`src/rtl/imm_ext_pkg.sv`:
```
// Shared definitions for the immediate extension unit: mode encodings and the
// combinational extension function, also usable directly by decode logic.
package imm_ext_pkg;

    typedef logic [1:0] imm_mode_t;

    localparam imm_mode_t MODE_ZERO   = 2'd0;
    localparam imm_mode_t MODE_SIGN   = 2'd1;
    localparam imm_mode_t MODE_UPPER  = 2'd2;
    localparam imm_mode_t MODE_BRANCH = 2'd3;

    // Widest immediate/result the helper can serve; callers pad to this width.
    localparam int unsigned IMM_MAX_W = 64;

    typedef logic [IMM_MAX_W-1:0] imm_word_t;

    localparam imm_word_t IMM_ONES = {IMM_MAX_W{1'b1}};
    localparam imm_word_t IMM_ONE  = {{(IMM_MAX_W-1){1'b0}}, 1'b1};

    // in_w/out_w are expected to be elaboration constants at the call site.
    function automatic imm_word_t imm_extend(
        input imm_word_t   imm,
        input imm_mode_t   mode,
        input int unsigned in_w,
        input int unsigned out_w
    );
        imm_word_t in_mask;
        imm_word_t out_mask;
        imm_word_t raw;
        imm_word_t sext;
        imm_word_t res;
        logic      sign;

        in_mask  = ~(IMM_ONES << in_w);
        out_mask = ~(IMM_ONES << out_w);
        raw      = imm & in_mask;
        sign     = |(raw & (IMM_ONE << (in_w - 32'd1)));
        if (sign) begin
            sext = raw | ~in_mask;
        end else begin
            sext = raw;
        end

        case (mode)
            MODE_ZERO:   res = raw;
            MODE_SIGN:   res = sext;
            MODE_UPPER:  res = raw << (out_w - in_w);
            MODE_BRANCH: res = sext << 2'd2;
            default:     res = raw;
        endcase

        return res & out_mask;
    endfunction

endpackage : imm_ext_pkg

```
`src/rtl/imm_ext_skid.sv`:
```
// Valid/ready storage stage for extended results. Define IMM_EXTEND_SKID_EN
// for a two-entry skid buffer with registered in_ready; otherwise one register.
module imm_ext_skid #(
    parameter int unsigned W = 32
) (
    input  logic         clock,
    input  logic         reset,
    input  logic         in_valid,
    output logic         in_ready,
    input  logic [W-1:0] in_data,
    output logic         out_valid,
    input  logic         out_ready,
    output logic [W-1:0] out_data
);

`ifdef IMM_EXTEND_SKID_EN

    logic [W-1:0] main_q, main_d;
    logic [W-1:0] skid_q, skid_d;
    logic         main_valid_q, main_valid_d;
    logic         skid_valid_q, skid_valid_d;
    logic         ready_q, ready_d;
    logic         in_fire_s;
    logic         out_fire_s;

    // Next-state for the output slot, the overflow slot and registered ready.
    always_comb begin
        main_d       = main_q;
        skid_d       = skid_q;
        main_valid_d = main_valid_q;
        skid_valid_d = skid_valid_q;
        in_fire_s    = in_valid && ready_q;
        out_fire_s   = main_valid_q && out_ready;

        if (!main_valid_q || out_fire_s) begin
            // Output slot frees up: the older skid entry always moves first.
            if (skid_valid_q) begin
                main_d       = skid_q;
                main_valid_d = 1'b1;
                skid_valid_d = in_fire_s;
                if (in_fire_s) begin
                    skid_d = in_data;
                end else begin
                    skid_d = skid_q;
                end
            end else begin
                main_valid_d = in_fire_s;
                if (in_fire_s) begin
                    main_d = in_data;
                end else begin
                    main_d = main_q;
                end
            end
        end else begin
            if (in_fire_s) begin
                skid_d       = in_data;
                skid_valid_d = 1'b1;
            end else begin
                skid_d       = skid_q;
                skid_valid_d = skid_valid_q;
            end
        end

        ready_d = !(main_valid_d && skid_valid_d);
    end

    // Storage registers; reset empties both entries immediately.
    always_ff @(posedge clock or posedge reset) begin
        if (reset) begin
            main_q       <= {W{1'b0}};
            skid_q       <= {W{1'b0}};
            main_valid_q <= 1'b0;
            skid_valid_q <= 1'b0;
            ready_q      <= 1'b1;
        end else begin
            main_q       <= main_d;
            skid_q       <= skid_d;
            main_valid_q <= main_valid_d;
            skid_valid_q <= skid_valid_d;
            ready_q      <= ready_d;
        end
    end

    assign in_ready  = ready_q;
    assign out_valid = main_valid_q;
    assign out_data  = main_q;

`else

    logic [W-1:0] data_q, data_d;
    logic         valid_q, valid_d;
    logic         in_ready_s;

    // Single output register: reload whenever it is empty or being drained.
    always_comb begin
        data_d     = data_q;
        valid_d    = valid_q;
        in_ready_s = !valid_q || out_ready;

        if (in_ready_s) begin
            valid_d = in_valid;
            if (in_valid) begin
                data_d = in_data;
            end else begin
                data_d = data_q;
            end
        end else begin
            valid_d = valid_q;
            data_d  = data_q;
        end
    end

    // Output register; reset empties it immediately.
    always_ff @(posedge clock or posedge reset) begin
        if (reset) begin
            data_q  <= {W{1'b0}};
            valid_q <= 1'b0;
        end else begin
            data_q  <= data_d;
            valid_q <= valid_d;
        end
    end

    assign in_ready  = in_ready_s;
    assign out_valid = valid_q;
    assign out_data  = data_q;

`endif

endmodule : imm_ext_skid

```
`src/rtl/imm_extend_unit.sv`:
```
// Immediate extension unit: extends in_imm per in_mode and registers the result
// behind a valid/ready stage. Build option: IMM_EXTEND_SKID_EN (see imm_ext_skid).
module imm_extend_unit
    import imm_ext_pkg::*;
#(
    parameter int unsigned IN_W  = 16,
    parameter int unsigned OUT_W = 32
) (
    input  logic             clock,
    input  logic             reset,
    input  logic             in_valid,
    output logic             in_ready,
    input  logic [IN_W-1:0]  in_imm,
    input  imm_mode_t        in_mode,
    output logic             out_valid,
    input  logic             out_ready,
    output logic [OUT_W-1:0] out_data
);

    if ((OUT_W < IN_W + 2) || (OUT_W > IMM_MAX_W)) begin : g_bad_cfg
        $error("imm_extend_unit: OUT_W must satisfy IN_W+2 <= OUT_W <= IMM_MAX_W");
    end

    imm_word_t        imm_pad_s;
    imm_word_t        ext_full_s;
    logic [OUT_W-1:0] ext_s;

    // Extension is purely combinational; it is captured only on input transfer.
    always_comb begin
        imm_pad_s  = {{(IMM_MAX_W-IN_W){1'b0}}, in_imm};
        ext_full_s = imm_extend(imm_pad_s, in_mode, IN_W, OUT_W);
        ext_s      = ext_full_s[OUT_W-1:0];
    end

    if (OUT_W < IMM_MAX_W) begin : g_pad_unused
        logic ext_unused_s;
        assign ext_unused_s = ^ext_full_s[IMM_MAX_W-1:OUT_W];
    end

    imm_ext_skid #(
        .W (OUT_W)
    ) u_skid (
        .clock     (clock),
        .reset     (reset),
        .in_valid  (in_valid),
        .in_ready  (in_ready),
        .in_data   (ext_s),
        .out_valid (out_valid),
        .out_ready (out_ready),
        .out_data  (out_data)
    );

endmodule : imm_extend_unit

```
`config.mk`:
```
export PLATFORM = sky130hd
export DESIGN_NAME = imm_extend_unit
export DESIGN_NICKNAME = d
export VERILOG_FILES = /design/src/rtl/imm_ext_pkg.sv /design/src/rtl/imm_ext_skid.sv /design/src/rtl/imm_extend_unit.sv
export SDC_FILE = /design/constraint.sdc
export NUM_CORES = 1
export LEC_CHECK = 0
export ABC_CLOCK_PERIOD_IN_PS = 1400
export BUFFER_PORTS_ARGS = -buffer_cell sky130_fd_sc_hd__buf_2
export CORE_UTILIZATION = 35
export CTS_CLUSTER_DIAMETER = 200
export CTS_CLUSTER_SIZE = 20
export DETAILED_ROUTE_END_ITERATION = 12
export HOLD_SLACK_MARGIN = 0.02
export MAX_ROUTING_LAYER = met4
export SYNTH_ARGS = -nofsm -noshare
export SYNTH_HDL_FRONTEND = slang
export SYNTH_SLANG_ARGS = --single-unit
```
`constraint.sdc`:
```
create_clock -name clock -period 1.4 [get_ports clock]
set_input_delay 0.28 -clock clock [delete_from_list [all_inputs] [get_ports clock]]
set_output_delay 0.28 -clock clock [all_outputs]
set_load 0.01 [all_outputs]
```
==> results.toml <==
[synth]
syn_nets = 188
yosys_warnings = 0
synth_area_um2 = 1548
synth.avg_cell_area_um2 = 9.324
yosysSeqAreaShare_pct = 53.35
ys_ff_latch = 33
synth.largest_area_cell = "dfrtp_1"
syn_inst = 166
synth_cell_types = 18
netlist.area_leader.share_pct = 53.35
synth.area.top_cells = "dfrtp_1, a21oi_1, nor2b_1"

[clocking]
h-tree-depth = 2
cts_setup_buffers = 0
clock_path_buffers = 2
cts_hold_buf = 0
worstSkewPairLatency_ns = 0.28
cts_root_buf = "clkbuf_8"
cts_tree = "built"
cts.sinks = 33
cts_made_buffers = 5
path_clk_slew_ns = 0.07

[finish]
final_cells = 273
final_area_um2 = 1983
drive_above_1_share_pct = 33.63
mostFrequentLayoutCells = "a21oi_1, buf_2, dfrtp_1, nor2b_1, buf_4"
final_common_cell = "a21oi_1"
area_delta_synth_final_pct = 28.13
insertedDiodeCount = 0
fin_nets = 245

[job]
max_cap_violations = 0

[route]
met3_wirelength_um = 216
met1_length_um = 1965
ant_nets = 0
first_iter_violations = 79
vias = 1432
viasPerCell = 5.245
maxUsedRoutingLayer = "met4"
firstDrtPassIters = 4
routedWlPerCell_um = 15.43
wl_met2_um = 1964
drc_errors = 0
drt-total-wl_um = 4213

[floorplan]
initial_core_util_pct = 37.61
core_um2 = 4115
fp-row-count = 23
fp.dieW_um = 68.50
die_area_um2 = 4692
pin_count = 56
die_h_um = 68.50

[worst_setup_path]
end_kind = "output port"
start_kind = "flip-flop"
worstPathArrival_ns = 1.05
path_max_fanout = 13
critical_path_required_ns = 1.12
critical_path_class = "flip-flop to output port"

[sta]
grt_setup_unrepaired = "false"
setup_violations = 0
finClkSkew_ns = 0.004354
worst_pin_slew_ns = 0.4195
hold_viol_final = 0
min_period_ns = 1.330
slew_viol_final = 0
fin_crit_sh_pct = 94.97
setup-tns-final_ns = 0
maxSlewHeadroom_pct = 72.03
max_freq_ghz = 0.7521

[power_and_ir_drop]
ir_drop_mv = 0.3742
leakage_nw = 0.9116
powerDensity_nw_per_um2 = 1247

[global_route]
antenna_found_initial = 0
grt_max_degree = 34
grt_usage_pct = 21.62
first_global_vias = 1383
grt_pass1_wl_um = 7003
grt.overflow.total = 0

[hold_path]
min_path_type = "input port to asynchronous set/reset pin"

[placed_design]
place_area_um2 = 1889
gp_congestion = 0.7853
io_buffer_count = 55
place_inst = 266
hpwl_um = 2875

[status]
outcome = "complete, no violations"
## critical path, stage by stage (launching register included)
cell,delay (ns)
dfrtp_1,0.40
nand2b_4,0.09
buf_8,0.14
buf_2,0.13
## Yosys cell counts
library cell  number
o211ai_1           1
dfrtp_1           33
mux2_2             1
o2111ai_1          1
and2_1             3
o21ai_1            1
a221oi_1           1
nand2b_4           1
nand2b_1           1
buf_4              2
inv_1              4
clkbuf_1           5
mux2_1             1
o22ai_1            1
and2b_4            1
nor2b_1           16
buf_2              9
a21oi_1           84
## logic make-up (layout without fill, tap and decap cells)
group,count (synthesis),count (layout),synth area share (%)
AOI/OAI and AO/OA,89,89,29.51
buffers and inverters,20,77,6.062
DFF,33,33,53.35
muxes,2,2,1.455
and+or+nand+nor,22,22,9.621
## repair_timing
action	CTS	global route
resized for setup	0	2
hold endpoints to repair	0	0
setup endpoints to repair	0	1
## power breakdown
part | leakage, nW | internal (W) | switching [W]
Combinational | 0.485 | 0.000248 | 0.000331
Clock | 0.0443 | 0.000390 | 0.000336
Sequential | 0.382 | 0.00109 | 0.0000771
Total | 0.912 | 0.00173 | 0.000744
## flip-flops by register name, summed over array words and instances (netlist names)
| signal | flops |
|---|---|
| u_skid.out_data | 32 |
| u_skid.out_valid | 1 |
## through the flow
stage / util (%) / setup WS (ns) / power (W) / hold slack (ns)
floorplan: - / 0.2035 / 0.001502 / 0.3884
global placement: 45.91 / 0.1696 / 0.001758 / 0.3961
detailed placement: 45.91 / 0.1586 / 0.001763 / 0.3952
CTS: 48.01 / 0.001740 / 0.002493 / 0.08945
global route: 48.19 / 0.01139 / 0.002648 / 0.1360
finish: 48.19 / 0.07042 / 0.002473 / 0.07891
## final timing paths
kind,slack [ns],from,cells after the start,endpoint
setup reg to reg,0.20,u_skid.out_valid$_DFFE_PP0P_,4,u_skid.out_data[16]$_DFFE_PP0P_
hold / removal,0.08,reset,3,u_skid.out_data[11]$_DFFE_PP0P_
min in group clock,0.31,in_imm[15],3,u_skid.out_data[31]$_DFFE_PP0P_
hold reg to reg,0.49,u_skid.out_data[0]$_DFFE_PP0P_,1,u_skid.out_data[0]$_DFFE_PP0P_
setup / recovery,0.07,u_skid.out_valid$_DFFE_PP0P_,3,in_ready
max in group asynchronous,1.02,reset,3,u_skid.out_data[0]$_DFFE_PP0P_
## final cells by class
class                           instances  area, µm²
Clock buffer                            7      86.33
Timing Repair Buffer                   66      365.4
Fill cell                             421       2132
Tap cell                               50      62.56
Sequential cell                        33      825.8
Inverter                                4      15.01
Multi-Input combinational cell        113      628.1
## per-layer routing
metal	vias to the layer above	GRT usage [%]
li1	693	-
met1	686	28.04
met2	49	31.86
met3	4	5.757
met4	0	8.854
met5	-	-
Power figures use the tool's default switching activity.
